===== src/rtl/reg_bank_ab.sv =====
// ============================================================================
// Module   : reg_bank_ab
// Purpose  : Multicycle datapath register bank. A 32 x DATA_W register file
//            with destination and write-data muxes and the A/B operand
//            latches. A clear sequencer zeroes the array after every reset
//            and holds Busy high until the bank is usable.
// Options  : REG_BYPASS_EN - when defined, a same-edge write to the index
//            being latched into A/B is forwarded into the latch.
// Revision : 1.0 - initial release
// ============================================================================
`default_nettype none

module reg_bank_ab #(
  parameter int DATA_W = 32,
  parameter int NREGS  = 32
) (
  input  logic              Clk,
  input  logic              Reset,
  input  logic              RegWrite,
  input  logic              RegDst,
  input  logic              MemtoReg,
  input  logic              AWrite,
  input  logic              BWrite,
  input  logic [4:0]        Rs,
  input  logic [4:0]        Rt,
  input  logic [4:0]        Rd,
  input  logic [DATA_W-1:0] ALUOut,
  input  logic [DATA_W-1:0] MDR,
  output logic [DATA_W-1:0] A,
  output logic [DATA_W-1:0] B,
  output logic              Busy
);

  typedef enum logic [0:0] {
    S_CLEAR = 1'b0,
    S_RUN   = 1'b1
  } state_t;

  localparam logic [4:0] c_LAST_IDX = 5'd31;

  state_t            r_state;
  state_t            w_state_next;
  logic [4:0]        r_clr_cnt;
  logic [DATA_W-1:0] r_regs [NREGS];

  logic [4:0]        w_waddr;
  logic [DATA_W-1:0] w_wdata;
  logic              w_wr_en;
  logic [DATA_W-1:0] w_rdata_a;
  logic [DATA_W-1:0] w_rdata_b;
  logic [DATA_W-1:0] w_a_next;
  logic [DATA_W-1:0] w_b_next;

  // Write destination / data muxes; index 0 is never a real destination.
  assign w_waddr = RegDst ? Rd : Rt;
  assign w_wdata = MemtoReg ? MDR : ALUOut;
  assign w_wr_en = RegWrite && (w_waddr != 5'd0);

  // Combinational reads with $zero forced to 0 regardless of array content.
  assign w_rdata_a = (Rs == 5'd0) ? '0 : r_regs[Rs];
  assign w_rdata_b = (Rt == 5'd0) ? '0 : r_regs[Rt];

`ifdef REG_BYPASS_EN
  // Write-through forwarding: a latch on the same edge as a write to the
  // same nonzero index captures the new data instead of the stale entry.
  assign w_a_next = (w_wr_en && (w_waddr == Rs)) ? w_wdata : w_rdata_a;
  assign w_b_next = (w_wr_en && (w_waddr == Rt)) ? w_wdata : w_rdata_b;
`else
  // Latches capture the pre-write array value.
  assign w_a_next = w_rdata_a;
  assign w_b_next = w_rdata_b;
`endif

  assign Busy = (r_state == S_CLEAR);

  // State register and clear counter; reset restarts the clear from index 0.
  always_ff @(posedge Clk) begin
    if (Reset) begin
      r_state   <= S_CLEAR;
      r_clr_cnt <= 5'd0;
    end else begin
      r_state <= w_state_next;
      if (r_state == S_CLEAR) begin
        r_clr_cnt <= r_clr_cnt + 5'd1;
      end
    end
  end

  // Leave CLEAR on the edge that zeroes the last register.
  always_comb begin
    w_state_next = r_state;
    if ((r_state == S_CLEAR) && (r_clr_cnt == c_LAST_IDX)) begin
      w_state_next = S_RUN;
    end
  end

  // Array update: clear one entry per edge while busy, otherwise normal writes.
  always_ff @(posedge Clk) begin
    if (!Reset) begin
      if (r_state == S_CLEAR) begin
        r_regs[r_clr_cnt] <= '0;
      end else if (w_wr_en) begin
        r_regs[w_waddr] <= w_wdata;
      end
    end
  end

  // Operand latches: zero during reset and clear, load on their strobes in RUN.
  always_ff @(posedge Clk) begin
    if (Reset || (r_state == S_CLEAR)) begin
      A <= '0;
      B <= '0;
    end else begin
      if (AWrite) begin
        A <= w_a_next;
      end
      if (BWrite) begin
        B <= w_b_next;
      end
    end
  end

endmodule

`default_nettype wire


===== config.mk =====
export PLATFORM = sky130hd
export DESIGN_NAME = reg_bank_ab
export DESIGN_NICKNAME = d
export VERILOG_FILES = /design/src/rtl/reg_bank_ab.sv
export SDC_FILE = /design/constraint.sdc
export NUM_CORES = 1
export LEC_CHECK = 0
export ABC_CLOCK_PERIOD_IN_PS = 6450
export BUFFER_PORTS_ARGS = -buffer_cell sky130_fd_sc_hd__buf_2
export CAP_MARGIN = 20
export CELL_PAD_IN_SITES_DETAIL_PLACEMENT = 0
export CELL_PAD_IN_SITES_GLOBAL_PLACEMENT = 1
export CORE_MARGIN = 1
export CORE_UTILIZATION = 55
export CTS_BUF_LIST = sky130_fd_sc_hd__clkbuf_16
export CTS_CLUSTER_DIAMETER = 100
export DETAILED_ROUTE_END_ITERATION = 12
export PLACE_DENSITY = 0.87
export SYNTH_ARGS = -nofsm -noshare
export SYNTH_HDL_FRONTEND = slang
export SYNTH_SLANG_ARGS = --single-unit

===== constraint.sdc =====
create_clock -name Clk -period 6.45 [get_ports Clk]
set_input_delay 0.645 -clock Clk [delete_from_list [all_inputs] [get_ports Clk]]
set_output_delay 0.645 -clock Clk [all_outputs]
set_load 0.05 [all_outputs]

==> qor.yml <==
run_status: "finished, final reports clean"
io_pins: 151
nets: 2838
drt_iter0_drc: 4234
synthesis.area_sq_um: 50200
port_buffers: 150
critPathKind: "primary input to register"
grt_usage: 0.323
die_area_sq_um: 92400
yosys_warnings: 0
grt_max_degree: 106
cp_max_fo: 59
synth.top_cell.area_share: 0.613
p_switching_mw: 3.19
cts_tree: "yes"
setup_violations: 0
gp_congestion: 0.866
path_clk_slew_ns: 0.06
fin_util: 0.623
p_int_mw: 11.7
drtPass1Iterations: 6
drt-vias-per-instance: 7.38
power.leakage_nw: 16.6
rsz0062_at_grt: "false"
fin_skew_ns: 0.0271
synthTopCellsByArea: "edfxtp_1 (61%), mux4_2 (21%), mux2i_1 (4.3%)"
routedWlPerCell_um: 37.0
holdWs_ns: 0.259
synth_edf_count: 1024
synth_ff_type: "edfxtp_1"
power_frac_seq: 0.520
swShare: 0.215
finalSetupTns_ns: 0
rows: 110
min-delay-path-class: "primary input to register"
die-width_um: 304
die_y_um: 304
postSynthCellCount: 2590
clk_latency_ns: 0.68
postCtsSetupBuffers: 0
period_needed_ns: 3.59
slew_headroom: 0.141
drt_wl_total_um: 149000
ir_drop_v: 0.000239
drive_gt1_frac: 0.353
clock_path_buffers: 3
grt_pass1_vias: 29912
final_antenna_net_count: 0
worst_pin_slew_ns: 1.29
endpoint_kind: "register"
drv_cap: 0
fmax_mhz: 279
synthToLayoutAreaGrowth_pct: 11.9
drc: 0
p_clk_frac: 0.420
cts-root-buf: "clkbuf_16"
fin_crit_sh: 0.556
antenna_found_initial: 7
ys_seq_area_frac: 0.641
grt_pass1_wl_um: 213000
power_density_nw_per_um2: 264
initial_utilization: 0.557
postSynth.asyncResetShare: 0
cp-start-kind: "primary input"
ys_seq_elements: 1094
synth_top_area_cell: "edfxtp_1"
yosysUniqueCellTypes: 59
cts_buffers: 107
final_max_slew_viol_count: 0
htreeDepth: 3
finalHoldViolCount: 0
clock_sinks: 1094
overflow: 0
hold_buffers: 0
cts_resized: 0
crit_arrival_ns: 4.11
syn_nets: 2678
hpwl_um: 84000
crit_required_ns: 6.97
p_comb_frac: 0.060
yosysMostFrequentCell: "edfxtp_1"
num_vias: 29645
syn_area_per_cell_sq_um: 19.4
coreArea_sq_um: 90100
yosys-top-cells-count: "edfxtp_1 (1024), mux4_2 (464), mux2i_1 (214)"
final timing paths:
kind | from | end | slack (ns) | cells past startpoint
setup / recovery | Rt[1] | B[8] | 2.86 | 7
hold / removal | Reset | r_state | 0.26 | 2
setup reg to reg | r_state | r_regs[2][28] | 2.94 | 6
hold reg to reg | A[1] | A[1] | 0.49 | 2
cells in the final DEF, fill, tap and decap left out, types with 13 or more instances in the layout:
master     count
a21oi_1       32
o22ai_1       65
clkinv_2      14
a2111oi_0     18
edfxtp_1    1024
nor2b_1       19
nor2_2        19
mux2i_1      214
inv_1         36
mux2_2        49
nand2_1       39
buf_2        142
clkbuf_16    111
clkinv_1      44
o221ai_1      33
bufinv_16     13
buf_4         84
o21ai_1       32
mux4_2       464
nor2_1        26
a22o_1        47
a211oi_1      61
a2111oi_2     15
nor3b_2       13
dfxtp_1       70
o31ai_1       31
sequential cells by signal, indices dropped and copies added, names as in the netlist:
register   flops
r_regs      1024
r_state        1
B             32
r_clr_cnt      5
A             32
per-stage QoR:
step / area (sq um) / setup WS [ns] / instances / power, mW
after floorplan: 50200 / 1.69 / 2590 / 8.50
after global placement: 52300 / 2.46 / 3800 / 8.73
after detailed placement: 52400 / 2.37 / 3805 / 8.75
after CTS: 55900 / 3.05 / 4003 / 14.9
after global routing: 56100 / 2.79 / 4016 / 15.2
final: 56100 / 2.86 / 4018 / 14.8
layout make-up:
cell class / instances / area, sq um
fill: 5992 / 34000
timing repair buffer: 256 / 1900
antenna: 3 / 7.51
clock inverter: 89 / 764
clock buffer: 109 / 2730
tap: 1176 / 1470
inverter: 36 / 135
multi-input combinational: 1255 / 17000
sequential: 1094 / 32200
power by group through the flow:
stage / registers, mW / clock network [mW] / logic, mW
floorplan: 7.86 / 0 / 0.636
global placement: 7.87 / 0 / 0.860
detailed placement: 7.87 / 0 / 0.874
CTS: 7.72 / 6.26 / 0.879
global route: 7.72 / 6.51 / 0.923
finish: 7.72 / 6.23 / 0.887
worst max-delay path: stages:
cell and delay [ns]:
buf_6 0.46, buf_4 0.85, nand2b_1 0.69, buf_4 0.56, o22ai_1 0.18, a2111oi_2 0.48, o31ai_1 0.11
kinds of logic (layout without fill, tap and decap cells):
kind of cell               after synthesis  count (layout)  synth area share
AOI/OAI and AO/OA                      352             352            0.0528
xor gates and xnor gates                 3               3          0.000524
adders and majority gates                2               2          0.000499
buffers and inverters                  241             490            0.0264
DFF                                   1094            1094             0.641
muxes                                  728             728             0.262
other                                    0               3                 0
and+or+nand+nor                        170             170            0.0168
routing by layer:
| layer | vias to the layer above | part of all wire | global-route usage |
|---|---|---|---|
| li1 | 11458 | - | - |
| met1 | 15313 | 0.36 | 0.437 |
| met2 | 2402 | 0.46 | 0.495 |
| met3 | 466 | 0.13 | 0.0765 |
| met4 | 6 | 0.054 | 0.165 |
| met5 | - | 0.00050 | 0.00310 |
Note: power is estimated with default switching activity, not from simulation.
